## config.mk

```make
export PLATFORM = sky130hd
export DESIGN_NAME = ps2_cmd_ctrl
export DESIGN_NICKNAME = d
export VERILOG_FILES = /design/src/rtl/ps2_cmd_ctrl.sv
export SDC_FILE = /design/constraint.sdc
export NUM_CORES = 1
export LEC_CHECK = 0
export BUFFER_PORTS_ARGS = -buffer_cell sky130_fd_sc_hd__buf_2
export CORE_MARGIN = 2
export CORE_UTILIZATION = 56
export DETAILED_ROUTE_END_ITERATION = 10
export PLACE_DENSITY = 0.88
export SETUP_SLACK_MARGIN = 0.4
export SYNTH_ARGS = -nofsm -noshare
export SYNTH_HDL_FRONTEND = slang
export SYNTH_SLANG_ARGS = --single-unit
```

## constraint.sdc

```tcl
create_clock -name clk_i -period 2.4 [get_ports clk_i]
set_input_delay 0.24 -clock clk_i [delete_from_list [all_inputs] [get_ports clk_i]]
set_output_delay 0.24 -clock clk_i [all_outputs]
set_load 0.02 [all_outputs]
```

## src/rtl/ps2_cmd_ctrl.sv

```systemverilog
// ps2_cmd_ctrl: host-side PS/2 command sequencer (byte send, ACK wait, resend/timeout retry, scan forwarding).
// Optional PS2_INIT_EN: after reset, send 0xFF and wait for the 0xAA BAT-pass byte before accepting commands.
module ps2_cmd_ctrl #(
    parameter int            TW        = 20,
    parameter logic [TW-1:0] TIMEOUT   = 20'd500000,
    parameter int            MAX_RETRY = 3
) (
    input  logic       clk_i,
    input  logic       reset_n_i,
    input  logic       cmd_valid_i,
    input  logic       cmd_two_i,
    input  logic [7:0] cmd_byte_i,
    input  logic [7:0] cmd_arg_i,
    output logic       cmd_ready_o,
    output logic       cmd_done_tick_o,
    output logic       cmd_err_tick_o,
    input  logic       tx_idle_i,
    input  logic       tx_done_tick_i,
    output logic       wr_ps2_o,
    output logic [7:0] tx_din_o,
    input  logic       rx_done_tick_i,
    input  logic [7:0] rx_dout_i,
    output logic       rx_en_o,
    output logic       scan_valid_o,
    output logic [7:0] scan_code_o
);

    localparam int            RW         = (MAX_RETRY < 1) ? 1 : $clog2(MAX_RETRY + 1);
    localparam logic [RW-1:0] RETRY_LAST = RW'(MAX_RETRY);
    localparam logic [TW-1:0] TMO_LAST   = TIMEOUT - TW'(1);

    typedef enum logic [2:0] {
        IDLE     = 3'd0,
        SEND     = 3'd1,
        WAIT_TX  = 3'd2,
        WAIT_ACK = 3'd3,
        WAIT_BAT = 3'd4
    } state_t;

    state_t        state_q;
    logic [7:0]    byte0_q;
    logic [7:0]    byte1_q;
    logic          two_q;
    logic          idx_q;
    logic [RW-1:0] retry_q;
    logic [TW-1:0] timer_q;
    logic          cmd_ready_q;
    logic          done_q;
    logic          err_q;
    logic          wr_q;
    logic [7:0]    tx_din_q;
    logic          rx_en_q;
    logic          scan_valid_q;
    logic [7:0]    scan_code_q;

`ifdef PS2_INIT_EN
    localparam int            BW       = TW + 6;
    localparam logic [BW-1:0] BAT_LAST = BW'(50 * TIMEOUT - 1);
    logic          init_q;
    logic [BW-1:0] bat_q;
`endif

    logic       rx_ack;
    logic       rx_nak;
    logic       tmo;
    logic [7:0] cur_byte;

    assign rx_ack   = rx_done_tick_i && (rx_dout_i == 8'hFA);
    assign rx_nak   = rx_done_tick_i && (rx_dout_i == 8'hFE);
    assign tmo      = (timer_q == TMO_LAST);
    assign cur_byte = idx_q ? byte1_q : byte0_q;

    always_ff @(posedge clk_i or negedge reset_n_i) begin
        if (!reset_n_i) begin
`ifdef PS2_INIT_EN
            state_q     <= SEND;
            byte0_q     <= 8'hFF;
            cmd_ready_q <= 1'b0;
            rx_en_q     <= 1'b0;
            init_q      <= 1'b1;
            bat_q       <= '0;
`else
            state_q     <= IDLE;
            byte0_q     <= 8'h00;
            cmd_ready_q <= 1'b1;
            rx_en_q     <= 1'b1;
`endif
            byte1_q      <= 8'h00;
            two_q        <= 1'b0;
            idx_q        <= 1'b0;
            retry_q      <= '0;
            timer_q      <= '0;
            done_q       <= 1'b0;
            err_q        <= 1'b0;
            wr_q         <= 1'b0;
            tx_din_q     <= 8'h00;
            scan_valid_q <= 1'b0;
            scan_code_q  <= 8'h00;
        end else begin
            done_q       <= 1'b0;
            err_q        <= 1'b0;
            wr_q         <= 1'b0;
            scan_valid_q <= 1'b0;

            case (state_q)
                IDLE: begin
                    if (rx_done_tick_i) begin
                        scan_valid_q <= 1'b1;
                        scan_code_q  <= rx_dout_i;
                    end
                    if (cmd_valid_i) begin
                        byte0_q     <= cmd_byte_i;
                        byte1_q     <= cmd_arg_i;
                        two_q       <= cmd_two_i;
                        idx_q       <= 1'b0;
                        retry_q     <= '0;
                        cmd_ready_q <= 1'b0;
                        rx_en_q     <= 1'b0;
                        state_q     <= SEND;
                    end
                end

                SEND: begin
                    if (tx_idle_i) begin
                        wr_q     <= 1'b1;
                        tx_din_q <= cur_byte;
                        state_q  <= WAIT_TX;
                    end
                end

                WAIT_TX: begin
                    if (tx_done_tick_i) begin
                        timer_q <= '0;
                        rx_en_q <= 1'b1;
                        state_q <= WAIT_ACK;
                    end
                end

                WAIT_ACK: begin
                    if (!tmo) begin
                        timer_q <= timer_q + TW'(1);
                    end
                    // A received byte takes priority over a timeout in the same cycle.
                    if (rx_ack) begin
                        if (!idx_q && two_q) begin
                            idx_q   <= 1'b1;
                            retry_q <= '0;
                            rx_en_q <= 1'b0;
                            state_q <= SEND;
                        end
`ifdef PS2_INIT_EN
                        else if (init_q) begin
                            bat_q   <= '0;
                            state_q <= WAIT_BAT;
                        end
`endif
                        else begin
                            done_q      <= 1'b1;
                            cmd_ready_q <= 1'b1;
                            state_q     <= IDLE;
                        end
                    end else if (rx_nak || (!rx_done_tick_i && tmo)) begin
                        if (retry_q == RETRY_LAST) begin
                            err_q       <= 1'b1;
                            cmd_ready_q <= 1'b1;
                            state_q     <= IDLE;
`ifdef PS2_INIT_EN
                            init_q      <= 1'b0;
`endif
                        end else begin
                            retry_q <= retry_q + RW'(1);
                            rx_en_q <= 1'b0;
                            state_q <= SEND;
                        end
                    end else if (rx_done_tick_i) begin
                        scan_valid_q <= 1'b1;
                        scan_code_q  <= rx_dout_i;
                    end
                end

`ifdef PS2_INIT_EN
                WAIT_BAT: begin
                    if (bat_q != BAT_LAST) begin
                        bat_q <= bat_q + BW'(1);
                    end
                    // Any byte other than 0xAA is a BAT failure; 0xAA itself is consumed here.
                    if (rx_done_tick_i || (bat_q == BAT_LAST)) begin
                        err_q       <= !(rx_done_tick_i && (rx_dout_i == 8'hAA));
                        cmd_ready_q <= 1'b1;
                        rx_en_q     <= 1'b1;
                        init_q      <= 1'b0;
                        state_q     <= IDLE;
                    end
                end
`endif

                default: begin
                    cmd_ready_q <= 1'b1;
                    rx_en_q     <= 1'b1;
                    state_q     <= IDLE;
                end
            endcase
        end
    end

    assign cmd_ready_o     = cmd_ready_q;
    assign cmd_done_tick_o = done_q;
    assign cmd_err_tick_o  = err_q;
    assign wr_ps2_o        = wr_q;
    assign tx_din_o        = tx_din_q;
    assign rx_en_o         = rx_en_q;
    assign scan_valid_o    = scan_valid_q;
    assign scan_code_o     = scan_code_q;

endmodule
```

==> flow_summary.toml <==
[outcome]
run_status = "complete, no violations"

[critical_path]
start_kind = "flop"
required_ns = 2.65
r2r_cells = 6
critPathLaunch = "timer_q[1]"
regToRegStartpoint = "timer_q[1]"
critPathKind = "flop to flop"
cp.arrival_ns = 2.31
path_max_fanout = 6
cp-end-kind = "flop"

[worst_hold_path]
min_from = "cmd_byte_i[4]"
hold_depth = 2
hold_class = "input pin to flop"

[routing]
post_drt_wl_per_cell_um = 18.7
wl_met2_um = 4280
drc = 0
drt_pass1_iterations = 5
routed_wl_um = 8340
vias = 2786
via_per_inst = 6.25
ant_nets = 0
maxUsedRoutingLayer = "met4"
drt_iter0_markers = 265
met3RoutedLength_um = 592
drt-met1-wl_um = 3190

[layout]
drive_gt1_share_pct = 39.3
finish.instance_area_um2 = 4110
nets = 406
final_core_util_pct = 74.7
antennaDiodeCount = 0
syn_to_final_growth_pct = 28.4

[yosys]
syn-cell-area_um2 = 3200
syn_area_per_cell_um2 = 10.9
yosys.cell_types.count = 50
synth_most_common_cell = "dfrtp_1"
synthCells = 294
syn_nets = 331
synth-async-reset-ratio_pct = 100
yosysTopAreaCell = "dfrtp_1"
synth_top_area_share_pct = 48.5
synthTopCellsByArea = "dfrtp_1, mux2_2, mux2i_1, nor2_1, a21oi_1"
synth_edf_count = 0
ys_seq_elements = 64
synth-main-ff-cell = "dfrtp_1"
netlist_top_cells_count = "dfrtp_1, mux2_2, nor2_1"
ys_warn_count = 0
yosysSeqAreaShare_pct = 50.1

[floorplan]
fp.dieH_um = 79.6
fp.dieArea_um2 = 6340
die_x_um = 79.6
ioPinCount = 53
initial_core_util_pct = 58.1
core.rowCount = 27
core_um2 = 5510

[pwr]
p_total_mw = 4.77
peakVddDrop_v = 0.000858
power_density_nw_per_um2 = 1160
p_leak_nw = 1.87

[clock_tree]
clockRootBuffer = "clkbuf_8"
htreeDepth = 3
clockBufferDepth = 2
cts.clk_slew.worst_paths_ns = 0.07
cts_tree = "done"
cts_inserted_buffers = 9
clock-sinks = 64
clock_latency_ns = 0.36

[global_routing]
track_usage_pct = 25.9
grt_pass1_vias = 2637
grt_max_degree = 38
antenna_found_initial = 0
grt_pass1_wl_um = 12500
grt-ovfl-total = 0

[timing]
fmax_ghz = 0.485
layout_min_cycle_time_ns = 2.06
tightestPinTransition_ns = 0.663
finalHoldViolCount = 0
setup_viol = 0
skew_ns = 0.00769
period_share_pct = 85.8
tns_ns = 0
slew_headroom_pct = 55.8
maxSlewViolCount = 0
rsz0062_at_grt = "yes"

[flow_run]
maxCapViolCount = 0

[place]
dp_hpwl_um = 5090
gp_congestion = 0.896
numPortBuffers = 52
placed_area_um2 = 3580
==> worst paths after layout <==
check                                 end  slack (ns)
setup / recovery               state_q[1]        0.34
hold / removal                 byte0_q[4]        0.11
setup reg to reg               state_q[1]        0.34
hold reg to reg            scan_code_o[7]        0.50
max in group asynchronous         rx_en_o        1.27
min in group asynchronous  scan_code_o[2]        0.45
==> kinds of logic (layout without fill, tap and decap cells) <==
group,count (synthesis),after routing,synth area share (%)
flops,64,64,50.1
simple gates,106,106,18.7
compound gates,51,51,10.8
mux,41,41,13.9
xor+xnor,7,7,1.91
buf+inv,19,99,2.23
fa+ha+maj,6,6,2.34
==> through the flow <==
stage,hold slack [ns],setup WS [ns],instances
after floorplan,-0.0556,0.420,294
after global placement,0.310,0.307,415
after detailed placement,0.312,0.232,415
after CTS,0.109,0.400,437
after global routing,0.107,0.288,446
final,0.109,0.340,446
==> layout make-up <==
| type | count | area (um^2) |
|---|---|---|
| Timing Repair Buffer | 74 | 440 |
| Inverter | 9 | 33.8 |
| Clock inverter | 5 | 103 |
| Multi-Input combinational cell | 211 | 1680 |
| Sequential cell | 64 | 1610 |
| Tap cell | 72 | 90.1 |
| Clock buffer | 11 | 151 |
| Fill cell | 343 | 1400 |
==> repair_timing <==
| action | in CTS | in global routing |
|---|---|---|
| hold buffers | 1 | 0 |
| resized for setup | 14 | 19 |
| cloned | 0 | 0 |
| endpoints found under the setup margin | 15 | 20 |
| pin swaps | 3 | 12 |
| buffers inserted | 5 | 9 |
| endpoints found under the hold margin | 27 | 0 |
==> report_power, final <==
group / internal [mW] / switching [mW] / leakage [nW]
clock: 0.744 / 0.430 / 0.126
combinational: 0.859 / 1.02 / 0.949
sequential: 1.47 / 0.247 / 0.793
total: 3.07 / 1.70 / 1.87
==> sequential cells by signal (all words and copies together) (netlist names) <==
| register | count |
|---|---|
| cmd_done_tick_o | 1 |
| rx_en_o | 1 |
| two_q | 1 |
| retry_q | 2 |
| byte0_q | 8 |
| byte1_q | 8 |
| tx_din_o | 8 |
| timer_q | 20 |
| scan_code_o | 8 |
| cmd_ready_o | 1 |
| wr_ps2_o | 1 |
| idx_q | 1 |
| cmd_err_tick_o | 1 |
| state_q | 2 |
| scan_valid_o | 1 |
==> cells in the final DEF, fill, tap and decap left out, types with 2 or more instances in the layout <==
master | Yosys | layout
dfrtp_2 | 0 | 4
nor4_4 | 0 | 3
a211oi_2 | 0 | 2
a31oi_1 | 3 | 3
ha_1 | 6 | 4
buf_2 | 0 | 52
o31ai_4 | 0 | 2
nand2_1 | 19 | 19
mux2_2 | 27 | 26
a21oi_1 | 15 | 15
nor3_1 | 4 | 4
xor2_1 | 5 | 5
dfstp_2 | 2 | 2
dfrtp_1 | 62 | 58
and2_1 | 4 | 4
or4_1 | 5 | 5
nor2_1 | 22 | 22
nor2b_1 | 2 | 2
or2_2 | 3 | 2
clkbuf_8 | 0 | 11
buf_4 | 0 | 20
nor4_1 | 3 | 2
nand2b_1 | 4 | 4
and4_1 | 2 | 2
and3_1 | 5 | 4
bufinv_16 | 0 | 3
nand3_1 | 11 | 11
mux2_4 | 0 | 2
nor3b_2 | 0 | 2
mux2i_1 | 13 | 13
o211ai_1 | 5 | 5
nand4_1 | 5 | 5
o31ai_1 | 3 | 2
o21ai_0 | 8 | 7
xnor2_1 | 2 | 2
ha_4 | 0 | 2
a41oi_1 | 2 | 2
inv_1 | 9 | 8
or3_1 | 7 | 6
==> routing by layer <==
layer / GRT usage (%) / vias up
li1: - / 1235
met1: 32.1 / 1351
met3: 5.43 / 35
met4: 12.8 / 0
met2: 42.9 / 165
met5: 0 / -
==> critical path, stage by stage (launching register included) <==
cell      delay, ns
dfrtp_1        0.44
ha_4           0.18
nand4_1        0.14
nand4b_4       0.25
o31a_4         0.43
nor3_4         0.17
mux2_4         0.32
(Power assumes the default switching activity.)
